**src/rtl/wave_capture.sv**
```systemverilog
// wave_capture: triggered capture buffer for a 12-bit sample stream.
//   Waits for a level-crossing trigger (or a forced trigger), stores DEPTH
//   consecutive valid samples in a block RAM, then holds the trace for a
//   synchronous random-access read port.
// Ports:
//   clk, rst          - system clock, synchronous active-high reset
//   in_data, in_valid - incoming sample stream (no backpressure)
//   trig_level        - unsigned trigger threshold
//   trig_rising       - 1 = rising crossing, 0 = falling crossing
//   arm               - pulse: start or restart a capture
//   force_trig        - pulse: trigger immediately while armed
//   rd_addr, rd_data  - registered read port (one-cycle latency)
//   busy, ready       - ARMED|CAPTURE, DONE
module wave_capture #(
  parameter int DEPTH  = 400,
  parameter int DATA_W = 12,
  parameter int ADDR_W = 9
) (
  input  logic              clk,
  input  logic              rst,
  input  logic [DATA_W-1:0] in_data,
  input  logic              in_valid,
  input  logic [DATA_W-1:0] trig_level,
  input  logic              trig_rising,
  input  logic              arm,
  input  logic              force_trig,
  input  logic [ADDR_W-1:0] rd_addr,
  output logic [DATA_W-1:0] rd_data,
  output logic              busy,
  output logic              ready
);

  typedef enum logic [1:0] {IDLE, ARMED, CAPTURE, DONE} state_e;

  localparam logic [ADDR_W-1:0] LAST = ADDR_W'(DEPTH - 1);

  state_e              state_q, state_d;
  logic [ADDR_W-1:0]   ptr_q, ptr_d;
  logic [DATA_W-1:0]   prev_q, prev_d;
  logic                prev_ok_q, prev_ok_d;
  logic                rd_ok_q, rd_ok_d;
  logic                we_d;
  logic                rise_hit, fall_hit, edge_hit;

  logic [DATA_W-1:0]   mem_q [DEPTH];
  logic [DATA_W-1:0]   mem_rd_q;

  // Crossing detect against the previous valid sample; prev_ok gates out the
  // first sample after arm, which has nothing to compare against.
  always_comb begin
    rise_hit = prev_ok_q && (prev_q < trig_level) && (in_data >= trig_level);
    fall_hit = prev_ok_q && (prev_q > trig_level) && (in_data <= trig_level);
    edge_hit = in_valid && (trig_rising ? rise_hit : fall_hit);
  end

  always_comb begin
    state_d   = state_q;
    ptr_d     = ptr_q;
    prev_d    = prev_q;
    prev_ok_d = prev_ok_q;
    we_d      = 1'b0;
    rd_ok_d   = (rd_addr <= LAST);
    unique case (state_q)
      IDLE: begin
        if (arm) begin
          state_d   = ARMED;
          ptr_d     = '0;
          prev_ok_d = 1'b0;
        end
      end
      ARMED: begin
        if (arm) begin
          ptr_d     = '0;
          prev_ok_d = 1'b0;
        end else begin
          if (in_valid) begin
            prev_d    = in_data;
            prev_ok_d = 1'b1;
          end
          if (force_trig || edge_hit) begin
            state_d = CAPTURE;
            // The trigger sample itself is the first stored sample; ptr is
            // already 0 here because every entry into ARMED clears it.
            if (in_valid) begin
              we_d  = 1'b1;
              ptr_d = ptr_q + ADDR_W'(1);
            end
          end
        end
      end
      CAPTURE: begin
        if (arm) begin
          state_d   = ARMED;
          ptr_d     = '0;
          prev_ok_d = 1'b0;
        end else if (in_valid) begin
          we_d  = 1'b1;
          ptr_d = ptr_q + ADDR_W'(1);
          if (ptr_q == LAST) state_d = DONE;
        end
      end
      DONE: begin
        if (arm) begin
          state_d   = ARMED;
          ptr_d     = '0;
          prev_ok_d = 1'b0;
        end
      end
      default: state_d = IDLE;
    endcase
  end

  always_ff @(posedge clk) begin
    if (rst) begin
      state_q   <= IDLE;
      ptr_q     <= '0;
      prev_q    <= '0;
      prev_ok_q <= 1'b0;
      rd_ok_q   <= 1'b0;
    end else begin
      state_q   <= state_d;
      ptr_q     <= ptr_d;
      prev_q    <= prev_d;
      prev_ok_q <= prev_ok_d;
      rd_ok_q   <= rd_ok_d;
    end
  end

  // Plain RAM process (no reset) so it maps to block RAM; the read happens in
  // the same process as the write, giving read-first behaviour.
  always_ff @(posedge clk) begin
    if (we_d) mem_q[ptr_q] <= in_data;
    if (rd_addr <= LAST) mem_rd_q <= mem_q[rd_addr];
  end

  // Out-of-range addresses and reset are handled by a registered qualifier so
  // the RAM output register itself stays reset-free.
  assign rd_data = rd_ok_q ? mem_rd_q : '0;
  assign busy    = (state_q == ARMED) || (state_q == CAPTURE);
  assign ready   = (state_q == DONE);

endmodule

```
**config.mk**
```make
export PLATFORM = sky130hd
export DESIGN_NAME = wave_capture
export DESIGN_NICKNAME = d
export VERILOG_FILES = /design/src/rtl/wave_capture.sv
export SDC_FILE = /design/constraint.sdc
export NUM_CORES = 2
export LEC_CHECK = 0
export BUFFER_PORTS_ARGS = -buffer_cell sky130_fd_sc_hd__buf_2
export CORE_MARGIN = 2
export CORE_UTILIZATION = 30
export CTS_CLUSTER_SIZE = 30
export DETAILED_ROUTE_END_ITERATION = 10
export GPL_TIMING_DRIVEN = 0
export PLACE_DENSITY = 0.46
export REMOVE_ABC_BUFFERS = 1
export SYNTH_ARGS = -nofsm -noshare
export SYNTH_HDL_FRONTEND = slang
export SYNTH_MEMORY_MAX_BITS = 65536
export SYNTH_SLANG_ARGS = --single-unit
```
**constraint.sdc**
```tcl
create_clock -name clk -period 5.9 [get_ports clk]
set_clock_uncertainty 0.2 [all_clocks]
set_input_delay 1.18 -clock clk [delete_from_list [all_inputs] [get_ports clk]]
set_output_delay 1.18 -clock clk [all_outputs]
set_load 0.01 [all_outputs]
```
==> flow_summary_export.csv <==
group,metric,value,unit
status,outcome,"complete, but fails checks",
status,violations,"capacitance limit, setup timing",
setup_path,worstPathMaxFanout,127,
placement,dp_hpwl,354000,um
global_routing,grt-ovfl-total,0,
floorplanning,rows,291,
synthesis,synth-edff-count,4812,
setup_path,cpPeakStageDelay,920,ps
power_and_ir_drop,total_power,73.3,mW
synthesis,yosys_warnings,0,
setup_path,cp.arrival,6600,ps
synthesis,seq_area_frac_synth,0.769,
sta,finalHoldViolCount,0,
setup_path,crit_path_end_kind,"flop",
synthesis,synth.avg_cell_area,21.3,um2
detailed_routing,wl_per_cell,31.9,um
power_and_ir_drop,power.leakage,68.6,nW
detailed_routing,top_layer,"met4",
placement,post_dp_cell_area,204000,um2
floorplanning,chipHeight,797,um
finish,area_delta_synth_final,17.4,%
detailed_routing,viasPerCell,5.17,
clock_tree,path_clk_slew,60,ps
detailed_routing,ant_nets,0,
setup_path,crit_required,6450,ps
power_and_ir_drop,p_per_area,331,nW/um2
flow_run,max_cap_viol_count,1,
detailed_routing,first_pass_iters,6,
placement,port_buffers,52,
detailed_routing,drt_iter0_markers,10700,
setup_path,crit_chain,"buf_12, buf_16, buf_16, mux4_2, mux4_2, mux2_2, a2111oi_1, buf_2, a2111oi_0, nor3_2, o31ai_1",
synthesis,async_reset_ff_frac,0,
clock_tree,max-clock-path-buffers,4,
hold_path,hold_path_class,"flop to flop",
clock_tree,numClockSinks,4837,
detailed_routing,wl_met3,37300,um
sta,hold_ws,266,ps
sta,slew_headroom,0.00969,
setup_path,cp_num_buf_inv,4,
clock_tree,clkLatencyLatePin,1080,ps
sta,setup-violations-final,1,
setup_path,crit_family,"buffers and inverters",
synthesis,ys_seq_elements,4837,
setup_path,critPathSlowestCell,"nor3_2",
global_routing,antenna_found_initial,44,
sta,worst-slew-pin-transition,1480,ps
power_and_ir_drop,irDropWorstVdd,0.000270,V
detailed_routing,remaining_drc_errors,0,
global_routing,track_usage,0.176,
floorplanning,die_x,797,um
sta,worst_slack,-145,ps
sta,max_freq,165,MHz
finish,final_nets,9353,
sta,period_minus_slack,6040,ps
global_routing,grt_pass1_wl,789000,um
global_routing,first_global_vias,94800,
setup_path,critical_path_class,"input port to flop",
clock_tree,cts_tree,"done",
clock_tree,htree_levels,5,
placement,gp_congestion,0.773,
clock_tree,cts_buffers,480,
floorplanning,start_util,0.301,
sta,fin_crit_sh,1.02,
finish,n_fill_cell,57600,
floorplanning,core_area,627000,um2
sta,maxSlewViolCount,0,
clock_tree,postCtsHoldBufs,0,
clock_tree,cts_root_buf,"clkbuf_16",
detailed_routing,wl_met1,245000,um
setup_path,startpoint_type,"input port",
global_routing,grt_max_degree,149,
synthesis,synth_area_leaders,"edfxtp_1, mux4_2, mux2i_1",
floorplanning,io_pins,53,
detailed_routing,vias,93500,
finish,final_design_area_no_fill,221000,um2
synthesis,synth_cell_types,65,
finish,layout-drive-gt1-share,0.279,
finish,final_cell_mix,"edfxtp_1, mux4_2, mux2i_1, clkbuf_16, nand2_1",
synthesis,synth_top_area_frac,0.766,
synthesis,syn_area,189000,um2
detailed_routing,wirelength,577000,um
sta,grt_setup_unrepaired,"yes",
detailed_routing,met2_length,276000,um
finish,layout_commonest_cell,"edfxtp_1",
synthesis,ys.flop_type,"edfxtp_1",
floorplanning,dieArea,635000,um2
synthesis,synthCells,8851,
synthesis,synth_top_cell_by_area,"edfxtp_1",
==> per-layer routing <==
| metal | vias to the layer above | GRT usage |
|---|---|---|
| li1 | 38200 | - |
| met1 | 51200 | 0.242 |
| met2 | 3380 | 0.289 |
| met3 | 699 | 0.0282 |
| met4 | 0 | 0.0514 |
| met5 | - | 0.00234 |
==> cell type report <==
cell class                      count  area (um2)  area share
Antenna cell                       42         105    0.000475
Clock buffer                      568       12500      0.0564
Clock inverter                    321        3370      0.0152
Inverter                           29         131    0.000593
Multi-Input combinational cell   3455       42300       0.191
Sequential cell                  4837      145000       0.655
Tap cell                         8350       10400      0.0472
Timing Repair Buffer              480        7700      0.0348
==> final timing paths <==
kind | start | endpoint | slack [ps] | depth (start not counted)
max | rd_addr[1] | mem_rd_q[6]$_DFFE_PP_ | -140 | 11
min | prev_q[4]$_SDFFE_PP0P_ | prev_q[4]$_SDFFE_PP0P_ | 270 | 2
min reg2reg | prev_q[4]$_SDFFE_PP0P_ | prev_q[4]$_SDFFE_PP0P_ | 270 | 2
max reg2reg | prev_q[1]$_SDFFE_PP0P_ | mem_q[250][4]$_DFFE_PP_ | 950 | 15
==> cell families (layout without fill, tap and decap cells) <==
| group | count (synthesis) | after routing | synth area share |
|---|---|---|---|
| and+or+nand+nor | 989 | 991 | 0.0232 |
| buffers and inverters | 561 | 1398 | 0.0176 |
| DFF | 4837 | 4837 | 0.769 |
| other | 0 | 42 | 0 |
| adders and majority gates | 31 | 31 | 0.00206 |
| AOI/OAI and AO/OA | 754 | 754 | 0.0287 |
| muxes | 1679 | 1679 | 0.160 |
==> flip-flops by register name, indices dropped and copies added, names as in the netlist <==
| register | flops |
|---|---|
| mem_q | 4800 |
| mem_rd_q | 12 |
| prev_q | 12 |
| ptr_q | 9 |
| state_q | 2 |
| prev_ok_q | 1 |
| rd_ok_q | 1 |
==> Yosys cell counts, drive strengths merged (5+ instances only) <==
master	number
a2111oi	14
a211o	11
a211oi	31
a21o	7
a21oi	134
a221o	49
a221oi	115
a22o	15
a22oi	102
a311oi	12
a31oi	19
a41oi	5
and2	30
and3	6
buf	341
clkbuf	191
dfxtp	25
edfxtp	4812
ha	31
inv	28
mux2	31
mux2i	583
mux4	1065
nand2	268
nand2b	22
nand3	60
nand4	22
nor2	359
nor2b	16
nor3	157
nor3b	5
nor4	17
o2111ai	5
o211ai	25
o21ai	101
o221ai	17
o22ai	32
o311ai	6
o31ai	36
or2	6
or3	7
or4	8
==> per-stage QoR <==
stage	util	cells	worst slack (ps)	setup TNS [ps]
after detailed placement	0.325	17100	-4020	-5533410
after global routing	0.353	18100	-135	-13470
final	0.353	18100	-145	-145
after floorplan	-	8319	-4070	-8534410
after global placement	0.313	16700	-108020	-
after CTS	0.352	18000	-216	-20280
==> tightest hold or removal path: cells and delay by family, from the launching register on <==
| family | cells | cell delay, ps |
|---|---|---|
| simple gates | 1 | 50 |
| flops | 1 | 310 |
| compound gates | 1 | 50 |
==> where the power goes <==
group          internal (mW)  switching (mW)
logic                   1.41            2.83
registers               37.8          0.0203
clock network           17.9            13.3
==> repair_timing <==
action                                  4_1_cts  5_1_grt
resized for setup                            56       90
endpoints found under the setup margin     2396     1521
buffers inserted                             16       14
gates cloned                                 22        3
pin swaps                                     6       11
Note: power is estimated with default switching activity, not from simulation.
